===== config.mk =====
export PLATFORM = sky130hd
export DESIGN_NAME = model_sink
export DESIGN_NICKNAME = d
export VERILOG_FILES = /design/src/rtl/model_sink_pkg.sv /design/src/rtl/lfsr16.sv /design/src/rtl/model_sink.sv
export SDC_FILE = /design/constraint.sdc
export NUM_CORES = 1
export LEC_CHECK = 0
export ABC_AREA = 1
export CAP_MARGIN = 30
export CORE_UTILIZATION = 55
export CTS_BUF_LIST = sky130_fd_sc_hd__clkbuf_8
export DETAILED_ROUTE_END_ITERATION = 12
export PLACE_DENSITY_LB_ADDON = 0.2
export RECOVER_POWER = 100
export SLEW_MARGIN = 20
export SYNTH_ARGS = -nofsm -noshare
export SYNTH_HDL_FRONTEND = slang
export SYNTH_SLANG_ARGS = --single-unit

===== constraint.sdc =====
create_clock -name clk -period 3.65 [get_ports clk]
set_input_delay 0.365 -clock clk [delete_from_list [all_inputs] [get_ports clk]]
set_output_delay 0.365 -clock clk [all_outputs]
set_load 0.05 [all_outputs]

===== src/rtl/model_sink_pkg.sv =====
// model_sink_pkg: shared types and constants for the stream sink model.
//   sink_state_e : sink FSM states (IDLE, RUN, DONE)
//   LFSR_TAPS    : feedback mask for the 16-bit Fibonacci LFSR (taps 16,14,13,11)
//   ERR_CNT_W    : width of the saturating data-error counter
package model_sink_pkg;

    typedef enum logic [1:0] {
        IDLE = 2'd0,
        RUN  = 2'd1,
        DONE = 2'd2
    } sink_state_e;

    localparam logic [15:0] LFSR_TAPS = 16'hB400;
    localparam int          ERR_CNT_W = 16;

endpackage


===== src/rtl/lfsr16.sv =====
// lfsr16: 16-bit Fibonacci LFSR used as the backpressure noise source.
// Ports:
//   clk   in  1   clock
//   rst_n in  1   asynchronous active-low reset, loads seed
//   en    in  1   advance one step per cycle while high
//   seed  in  16  reset value (must be nonzero; tie to a constant)
//   q     out 16  current LFSR state
module lfsr16
    import model_sink_pkg::*;
(
    input  logic        clk,
    input  logic        rst_n,
    input  logic        en,
    input  logic [15:0] seed,
    output logic [15:0] q
);

    always_ff @(posedge clk or negedge rst_n) begin
        if (!rst_n) begin
            q <= seed;
        end else if (en) begin
            // Shift left; the new LSB is the XOR of the tapped bits.
            q <= {q[14:0], ^(q & LFSR_TAPS)};
        end
    end

endmodule


===== src/rtl/model_sink.sv =====
// model_sink: valid/ready stream sink with pseudo-random bounded backpressure,
// incrementing-sequence data checker and handshake protocol monitor.
// Ports:
//   clk       in  1          clock
//   rst_n     in  1          asynchronous active-low reset
//   en        in  1          run enable
//   data_b    in  WIDTH      stream data
//   vld_b     in  1          stream valid
//   rdy_b     out 1          stream ready (registered)
//   rcv_cnt   out 32         accepted transfers (wraps)
//   err_cnt   out 16         data mismatches (saturating)
//   data_err  out 1          sticky, set on first data mismatch
//   proto_err out 1          sticky, set when a stalled sender drops valid or changes data
//   done      out 1          high in DONE
module model_sink
    import model_sink_pkg::*;
#(
    parameter int unsigned      WIDTH      = 32,
    parameter logic [WIDTH-1:0] START      = '0,
    parameter int unsigned      NUM_XFER   = 0,
    parameter int unsigned      STALL_BITS = 2,
    parameter int unsigned      MAX_STALL  = 4,
    parameter logic [15:0]      SEED       = 16'hACE1
) (
    input  logic                 clk,
    input  logic                 rst_n,
    input  logic                 en,
    input  logic [WIDTH-1:0]     data_b,
    input  logic                 vld_b,
    output logic                 rdy_b,
    output logic [31:0]          rcv_cnt,
    output logic [ERR_CNT_W-1:0] err_cnt,
    output logic                 data_err,
    output logic                 proto_err,
    output logic                 done
);

    localparam int          SCW        = $clog2(MAX_STALL + 1);
    localparam logic [15:0] STALL_MASK = 16'((32'd1 << STALL_BITS) - 32'd1);

    sink_state_e      state, state_next;
    logic [15:0]      lfsr;
    logic             lfsr_en;
    logic [SCW-1:0]   stall_cnt;
    logic [WIDTH-1:0] exp_data;
    logic [WIDTH-1:0] held_data;
    logic             hold;
    logic             xfer;
    logic             last_xfer;
    logic             stall_req;
    logic             rdy_next;

    assign lfsr_en = (state == RUN);

    lfsr16 u_lfsr (
        .clk   (clk),
        .rst_n (rst_n),
        .en    (lfsr_en),
        .seed  (SEED),
        .q     (lfsr)
    );

    assign xfer      = vld_b & rdy_b;
    assign last_xfer = (NUM_XFER != 0) && xfer && (rcv_cnt == 32'(NUM_XFER - 1));
    // Masking keeps every LFSR bit in the expression regardless of STALL_BITS.
    assign stall_req = ((lfsr & STALL_MASK) == 16'h0000);
    assign done      = (state == DONE);

    always_comb begin
        // NOTE: every combinational output gets a default first so no path can infer a latch.
        state_next = state;
        case (state)
            IDLE:    if (en) state_next = RUN;
            // The final transfer wins over a simultaneous en drop: it was accepted.
            RUN:     if (last_xfer) state_next = DONE;
                     else if (!en)  state_next = IDLE;
            DONE:    state_next = DONE;
            default: state_next = IDLE;
        endcase
        // stall_cnt already counts the current zero cycle, so the cap yields at most MAX_STALL.
        rdy_next = (state_next == RUN) && (!stall_req || (stall_cnt == SCW'(MAX_STALL)));
    end

    always_ff @(posedge clk or negedge rst_n) begin
        if (!rst_n) begin
            state     <= IDLE;
            rdy_b     <= 1'b0;
            stall_cnt <= '0;
            rcv_cnt   <= '0;
            err_cnt   <= '0;
            data_err  <= 1'b0;
            proto_err <= 1'b0;
            exp_data  <= START;
            hold      <= 1'b0;
            held_data <= '0;
        end else begin
            // NOTE: non-blocking assignments so every register samples pre-edge values.
            state <= state_next;
            rdy_b <= rdy_next;

            if (state_next == RUN && !rdy_next) begin
                stall_cnt <= stall_cnt + 1'b1;
            end else begin
                stall_cnt <= '0;
            end

            if (xfer) begin
                rcv_cnt  <= rcv_cnt + 32'd1;
                // Resynchronise on the received word so one corrupt word is one error.
                exp_data <= data_b + 1'b1;
                if (data_b != exp_data) begin
                    data_err <= 1'b1;
                    if (err_cnt != '1) begin
                        err_cnt <= err_cnt + 1'b1;
                    end
                end
            end

            // A sender that saw valid without ready must hold both valid and data.
            hold      <= vld_b & ~rdy_b;
            held_data <= data_b;
            if (hold && (!vld_b || (data_b != held_data))) begin
                proto_err <= 1'b1;
            end
        end
    end

endmodule


==> results_dict.tcl, run 1 <==
set metrics [dict create \
    cts_setup_buffers 0 \
    min_to "state[1]" \
    grt_usage_pct 24.9 \
    ys_warn_count 0 \
    synth_area_um2 7540 \
    async_flop_share_pct 100 \
    grt_pass1_wl_mm 27.5 \
    wl_per_cell_um 14.1 \
    p_per_area_nw_per_um2 560 \
    rsz0062_at_grt "no" \
    clk_pin_slew_worst_paths_ns 0.07 \
    grt_overflow 0 \
    synthDistinctLibCells 40 \
    area_growth_pct 18.1 \
    syn_nets 927 \
    holdPathStages 1 \
    synth-edff-count 0 \
    antenna_found_initial 1 \
    htreeDepth 4 \
    reg2reg_slack_ns 1.40 \
    fin_nets 1014 \
    critPathLaunch "rst_n" \
    hpwl_mm 11.8 \
    cp-end-kind "asynchronous set/reset pin" \
    p_leak_nw 4.15 \
    status "finished, violations left" \
    syn_inst 886 \
    cp.arrival_ns 2.99 \
    max_stage_delay_ns 1.10 \
    seq_area_frac_synth_pct 45.6 \
    clk_path_buf_depth 2 \
    r2r_end "rcv_cnt[23]" \
    remaining_drc_errors 0 \
    cts-hold-fix-buffers 1 \
    hp-class "reg -> reg" \
    worstHoldStart "state[0]" \
    post_cts_resized 0 \
    ios 88 \
    clockPowerShare_pct 34.4 \
    die_w_um 119 \
    timing.rr.start "rdy_b" \
    die_h_um 119 \
    netSwitchingFraction_pct 30.8 \
    rows 42 \
    internal_power_mw 3.45 \
    core_area_um2 13300 \
    start_util_pct 56.7 \
    crit_chain "dlygate4sd3_1 > clkbuf_2 > buf_16 > clkbuf_1" \
    cts.sinks 137 \
    maxSlewViolCount 61 \
    whs_ns 0.432 \
    ir_worst_vdd_mv 0.457 \
    cap_viol_max_count 1 \
    crit_path_top_delay_cell "clkbuf_2" \
    power_frac_comb_pct 23.3 \
    path_max_fanout 61 \
    wl_mm 16.4 \
    die_area_um2 14200 \
    synth.avg_cell_area_um2 8.51 \
    seqPwrFrac_pct 42.3 \
    grt_max_degree 62 \
    crit_required_ns 4.15 \
    rr_worst_depth 8 \
    place_congestion 0.925 \
    ctsRootBufferMaster "clkbuf_8" \
    yosys_register_bits 137 \
    final-hold-violation-count 0 \
    power_switching_mw 1.54 \
    critPathKind "in -> async" \
    period_minus_slack_ns 2.49 \
    period_share_pct 68.3 \
    setup_viol 0 \
    drt-initial-drc-count 428 \
    vias 5971 \
    finalSetupTns_ns 0 \
    cts_tree "built" \
    clock_latency_ns 0.46 \
    portBuffers 87 \
    max_freq_mhz 401 \
    drtPass1Iterations 5 \
    max-slew-margin-rel_pct -2.19 \
    ant_nets 0 \
    routed_via_density 5.13 \
    skew_ns 0.0144 \
    tightest_slew_ns 1.53 \
    cts_buffers 17 \
    synth_flop_cell "dfrtp_1" \
    start_kind "input port" \
    violations "max-capacitance violations, max-slew violations" \
    drive_gt1_share_pct 9.94 \
    grt_pass1_vias 5638 \
]
cell usage in the layout (no fill, tap or decap), types with 4 or more instances in the layout:
master	count
a21oi_1	7
a31oi_1	7
bufinv_16	9
clkbuf_1	4
clkbuf_8	19
dfrtp_1	129
dfstp_2	8
dlygate4sd3_1	86
ha_1	5
inv_1	80
inv_2	5
mux2_2	9
nand2_1	246
nand2_2	20
nand3_1	35
nand4_1	32
nor2_1	94
nor2_2	5
nor3_1	26
nor3_2	4
o21ai_0	25
o21ai_1	8
xnor2_1	48
xor2_1	50
cell families (layout without fill, tap and decap cells):
logic type | count (synthesis) | after routing | share of synthesized area [%]
buffers and inverters | 110 | 210 | 6.90
muxes | 9 | 9 | 1.34
DFF | 137 | 137 | 45.6
AOI/OAI and AO/OA | 50 | 50 | 3.52
adders and majority gates | 5 | 5 | 0.830
xor gates and xnor gates | 101 | 101 | 12.0
and+or+nand+nor | 474 | 474 | 29.8
other | 0 | 1 | 0
sequential cells by signal, indices dropped and copies added, names as in the netlist:
signal	cells
state	2
rdy_b	1
err_cnt	16
held_data	32
u_lfsr.q	16
stall_cnt	3
hold	1
data_err	1
rcv_cnt	32
proto_err	1
exp_data	32
through the flow:
step	worst slack (ns)	cell area [µm²]	utilization [%]	power, mW	cells
final	1.16	8900	67.0	4.99	1163
after global routing	0.744	8900	67.0	5.26	1163
after CTS	1.43	9060	68.1	5.08	1162
after detailed placement	1.12	8490	63.9	3.35	1129
after global placement	1.17	8460	63.6	3.31	1128
after floorplan	1.71	7540	-	2.98	886
worst max path at each step:
| stage | end | slack, ns | cells past startpoint |
|---|---|---|---|
| finish | held_data[25] | 1.16 | 4 |
| global route | held_data[30] | 0.74 | 4 |
| CTS | done | 1.43 | 3 |
| detailed placement | err_cnt[13] | 1.12 | 6 |
| global placement | err_cnt[3] | 1.17 | 6 |
| floorplan | err_cnt[6] | 1.71 | 7 |
critical path: cells and delay by family:
kind                   cells  cell delay [ns]
buffers and inverters      4             2.58
power by group through the flow:
stage / registers (mW) / logic, mW / clock network (mW)
floorplan: 2.26 / 0.721 / 0
global placement: 2.13 / 1.18 / 0
detailed placement: 2.14 / 1.21 / 0
CTS: 2.11 / 1.22 / 1.74
global route: 2.15 / 1.30 / 1.81
finish: 2.11 / 1.16 / 1.72
metal layers:
layer / wire length [µm] / GRT usage (%) / share of wire [%] / up-vias
met3: 724 / 6.18 / 4.4 / 25
met4: 267 / 8.39 / 1.6 / 0
met2: 7630 / 38.8 / 47 / 137
met1: 7750 / 33.8 / 47 / 2827
met5: 0 / 0 / 0 / -
li1: - / - / - / 2982
cell usage after synthesis (4+ instances only):
library cell  number  share of area, %
buf_2              4              0.27
nor2_2            11              0.91
o21ai_1           11              0.73
inv_2              7              0.35
dfstp_2            8               2.8
a31oi_1            7              0.58
o21ai_0           22               1.5
dfrtp_1          129                43
nand2_1          237                12
nand3_2            4              0.53
nor3_1            22               1.5
buf_6             10               1.5
nor2_1            83               4.1
mux2_2             9               1.3
nand4_1           32               2.7
nor3_2             7              0.93
nand2_2           27               2.2
clkbuf_1           5              0.25
xnor2_1           48               5.6
nor2_4             6              0.90
nand3_1           32               2.1
inv_1             78               3.9
ha_1               5              0.83
a21oi_1            7              0.46
xor2_1            50               5.8
layout make-up:
cell class	instances	area [µm²]
tap	176	220
clock buffer	19	262
fill	1157	4390
sequential	137	3440
timing repair buffer	93	918
clock inverter	13	295
antenna	1	2.50
multi-input combinational	639	3450
inverter	85	319
Note: power is estimated with default switching activity, not from simulation.
==> inputs of run 2 (changes only) <==
==> constraint.sdc (replaced) <==
create_clock -name clk -period 2.55 [get_ports clk]
set_input_delay 0.255 -clock clk [delete_from_list [all_inputs] [get_ports clk]]
set_output_delay 0.255 -clock clk [all_outputs]
set_load 0.05 [all_outputs]
==> run 2 against run 1 <==
Against the previous run: the run now ends clean; register-to-register slack got worse by 0.96 ns; worst hold slack got worse by 0.079 ns; clock-buffer cell count increased by 1.
==> results_dict.tcl, run 2 (synthesis results as in run 1) <==
set metrics [dict create \
    status "complete, no violations" \
    cts_tree "built" \
    max-slew-margin-rel_pct 4.08 \
    cp-end-kind "output port" \
    area_growth_pct 17.0 \
    htreeDepth 4 \
    wl_mm 16.1 \
    wl_per_cell_um 13.9 \
    portBuffers 87 \
    critPathKind "reg -> out" \
    clk_pin_slew_worst_paths_ns 0.08 \
    period_share_pct 83.6 \
    antenna_found_initial 0 \
    power_mw 6.76 \
    drtPass1Iterations 5 \
    die_w_um 119 \
    fin_nets 1017 \
    drive_gt1_share_pct 10.3 \
    pre_cts_slack_ns 0.279 \
    layout_common_cells "247 x nand2_1, 129 x dfrtp_1, 94 x nor2_1" \
    ios 88 \
    worst_slack_ns 0.419 \
    max_freq_mhz 469 \
    skew_ns 0.0138 \
    grt_busiest_layer "met2" \
    globalRouteMet1Util_pct 34.5 \
    rows 42 \
    remaining_drc_errors 0 \
    core_area_um2 13300 \
    final_cells 1165 \
    grt_overflow 0 \
    layout_commonest_cell "nand2_1" \
    crit_required_ns 2.30 \
    start_kind "register" \
    start_util_pct 56.7 \
    grt_pass1_wl_mm 27.4 \
    period_minus_slack_ns 2.13 \
    place_area_um2 8500 \
    vias 6028 \
    cp.arrival_ns 1.88 \
    ctsRootBufferMaster "clkbuf_8" \
    finalSetupTns_ns 0 \
    setup_viol 0 \
    ant_nets 0 \
    grtUsageMet3_pct 4.89 \
    grt_max_degree 69 \
    tightest_slew_ns 1.44 \
    cts.sinks 137 \
    finalInstanceArea_um2 8820 \
    ir_worst_vdd_mv 0.593 \
    grt_pass1_vias 5732 \
    grtUsageMet2_pct 37.3 \
    cts_setup_buffers 0 \
    fin_util_pct 66.4 \
    die_h_um 119 \
    drt-initial-drc-count 455 \
    whs_ns 0.353 \
    clk_path_buf_depth 2 \
    die_area_um2 14200 \
    hp-class "in -> reg" \
    place_inst 1132 \
    rsz0062_at_grt "no" \
    p_per_area_nw_per_um2 766 \
    final-hold-violation-count 0 \
    path_max_fanout 3 \
    grt_usage_pct 24.5 \
    p_leak_nw 4.13 \
    maxSlewViolCount 0 \
    clock_latency_ns 0.45 \
    antennaDiodeCount 0 \
    fill_cells 1123 \
    place_congestion 0.863 \
    routed_via_density 5.17 \
    cts_buffers 17 \
    reg.largest.list "exp_data x32, held_data x32, rcv_cnt x32" \
    cap_viol_max_count 0 \
    hpwl_mm 11.8 \
]
-- run 2: cell count changes in the layout (fill, tap and decap cells not counted), moves of 2 or more --
cell,previous run,this run
clkbuf_1,4,2
bufinv_16,9,5
buf_4,0,3
clkbuf_2,1,3
-- run 2: where the power goes --
part / leakage [nW] / internal, mW / total (mW) / switching, mW
Combinational: 2.20 / 0.675 / 1.66 / 0.984
Sequential: 1.69 / 2.66 / 3.01 / 0.354
Clock: 0.237 / 1.24 / 2.09 / 0.845
-- run 2: layer usage --
metal	up-vias	share of wire, %
li1	2987	-
met1	2845	47
met2	166	45
met3	30	5.2
met4	0	2.3
met5	-	0
-- run 2: worst paths after layout --
path / slack, ns / cells past startpoint / start / end
max reg2reg: 0.44 / 4 / rdy_b / exp_data[19]
min reg2reg: 0.46 / 1 / state[1] / state[0]
max in group asynchronous: 0.62 / 3 / rst_n / err_cnt[10]
max: 0.42 / 3 / state[1] / done
min in group asynchronous: 0.55 / 2 / rst_n / held_data[11]
min: 0.35 / 3 / en / state[0]
-- run 2: final cells by class --
type | count | area [µm²] | area share, %
clock buffers | 20 | 275 | 3.12
clock inverters | 12 | 196 | 2.23
inverters | 85 | 319 | 3.62
multi-input cells | 639 | 3440 | 39.0
flip-flops and latches | 137 | 3440 | 39.0
well taps | 176 | 220 | 2.50
repair buffers | 96 | 936 | 10.6
-- run 2: critical path, cell delays in order (launching register included) --
cell and delay, ns:
dfrtp_1 0.36, inv_1 0.06, nor2_1 0.12, dlygate4sd3_1 0.89
-- run 2: what timing repair did --
item | in CTS | in global routing
hold endpoints to repair | 37 | 0
hold buffers | 1 | 0
setup endpoints to repair | 0 | 0
resized for setup | 0 | 0
==> inputs of run 3 (changes only) <==
==> constraint.sdc (replaced) <==
create_clock -name clk -period 2.2 [get_ports clk]
set_input_delay 0.22 -clock clk [delete_from_list [all_inputs] [get_ports clk]]
set_output_delay 0.22 -clock clk [all_outputs]
set_load 0.05 [all_outputs]
==> run 3 against run 2 <==
Against the previous run: critical path depth shrank 2; utilization grew 0.35 points; register-to-register slack got worse by 0.19 ns; combinational power is 18% higher; cell count rose by 1.9%; flip-flop and latch count stayed put; sequential power grew 16%; total power up 8.9%; setup slack worse by 0.30 ns; largest power group unchanged; die area stayed put; clock power is 9% lower; via count down 1.0%.
==> results_dict.tcl, run 3 (synthesis results as in run 1) <==
set metrics [dict create \
    clk_pin_slew_worst_paths_ns 0.08 \
    whs_ns 0.322 \
    p_leak_nw 4.20 \
    max-slew-margin-rel_pct 5.72 \
    hpwl_mm 11.9 \
    drt-initial-drc-count 365 \
    vias 5966 \
    register_area_um2 3440 \
    cts_buffers 17 \
    holdPathStages 3 \
    cp.arrival_ns 1.87 \
    cts_setup_buffers 0 \
    multi_input_area_um2 3460 \
    area_growth_pct 17.6 \
    setup_viol 0 \
    period_share_pct 94.8 \
    drtPass1Iterations 5 \
    ios 88 \
    max_stage_delay_ns 0.92 \
    drive_gt1_share_pct 11.1 \
    die_h_um 119 \
    grt_usage_pct 24.0 \
    reg2reg_slack_ns 0.25 \
    grt_pass1_vias 5608 \
    start_util_pct 56.7 \
    finalSetupTns_ns 0 \
    worstHoldStart "en" \
    htreeDepth 4 \
    crit_required_ns 1.98 \
    place_inst 1153 \
    layout_commonest_cell "nand2_1" \
    rr_worst_depth 10 \
    final_cells 1187 \
    start_kind "register" \
    clock_latency_ns 0.45 \
    grt_pass1_wl_mm 26.8 \
    grt_max_degree 56 \
    final-hold-violation-count 0 \
    period_minus_slack_ns 2.09 \
    crit_family "buffers and inverters" \
    ant_nets 0 \
    p_per_area_nw_per_um2 829 \
    die_w_um 119 \
    critPathKind "reg -> out" \
    critical_path_buf_inv_count 1 \
    fin_nets 1038 \
    timing.rr.start "rcv_cnt[1]" \
    clk_path_buf_depth 2 \
    antenna_found_initial 1 \
    crit_chain "dlygate4sd3_1" \
    wl_mm 15.9 \
    cts.sinks 137 \
    rows 42 \
    finalInstanceArea_um2 8870 \
    ir_worst_vdd_mv 0.500 \
    skew_ns 0.00714 \
    reg.largest.list "exp_data x32, held_data x32, rcv_cnt x32" \
    cap_viol_max_count 0 \
    path_max_fanout 7 \
    place_congestion 0.886 \
    max_freq_mhz 480 \
    routed_via_density 5.03 \
    tightest_slew_ns 1.41 \
    min_to "rdy_b" \
    layout_common_cells "250 x nand2_1, 129 x dfrtp_1, 91 x nor2_1" \
    hp-class "in -> reg" \
    cts-hold-fix-buffers 1 \
    post_cts_resized 0 \
    core_area_um2 13300 \
    remaining_drc_errors 0 \
    cp-end-kind "output port" \
    rsz0062_at_grt "no" \
    ctsRootBufferMaster "clkbuf_8" \
    maxSlewViolCount 0 \
    crit_path_top_delay_cell "dlygate4sd3_1" \
    place_area_um2 8670 \
    r2r_end "rcv_cnt[30]" \
    status "complete, no violations" \
    fill_cells 1156 \
    cts_tree "built" \
    grt_overflow 0 \
    wl_per_cell_um 13.4 \
    die_area_um2 14200 \
    portBuffers 87 \
]
## run 3: changes by cell type in the layout (fill, tap and decap cells not counted), moves of 4 or more
cell             change
clkbuf_1             +7
dlygate4sd3_1        -4
buf_4               +14
inv_1                +5
clkdlybuf4s50_1      +4
## run 3: cell type report
class | instances | share of cell area (%)
repair buffers | 117 | 12.1
clock inverters | 15 | 1.38
clock buffers | 17 | 2.64
flip-flops and latches | 137 | 38.8
inverters | 85 | 3.60
diodes | 1 | 0.0282
multi-input cells | 639 | 39.0
well taps | 176 | 2.48
## run 3: where the power goes
group / internal (mW) / switching, mW / leakage [nW]
sequential: 3.08 / 0.407 / 1.69
combinational: 0.809 / 1.15 / 2.31
clock: 0.968 / 0.943 / 0.202
total: 4.86 / 2.50 / 4.20
## run 3: per-stage QoR
stage	setup WS (ns)	util (%)	power (mW)
floorplan	0.260	-	4.95
global placement	0.0758	65.2	5.55
detailed placement	0.0688	65.2	5.60
CTS	0.136	68.0	7.52
global route	0.0406	66.7	7.82
finish	0.115	66.7	7.35
## run 3: how the worst max path moves through the flow
stage / start / end / slack (ns) / depth (start not counted)
2_1_floorplan: err_cnt[0] / err_cnt[6] / 0.26 / 7
3_5_place_dp: data_b[2] / exp_data[25] / 0.07 / 10
5_1_grt: rcv_cnt[1] / rcv_cnt[30] / 0.04 / 10
4_1_cts: state[1] / done / 0.14 / 3
3_3_place_gp: data_b[2] / exp_data[25] / 0.08 / 10
6_report: err_cnt[2] / err_cnt[2] / 0.11 / 1
## run 3: routing by layer
metal	up-vias	global-route usage, %	wire length, µm	part of all wire [%]
met5	-	0	0	0
met2	137	36.6	7240	46
met3	19	5.22	805	5.1
met4	0	9.10	248	1.6
li1	3024	-	-	-
met1	2786	33.6	7580	48
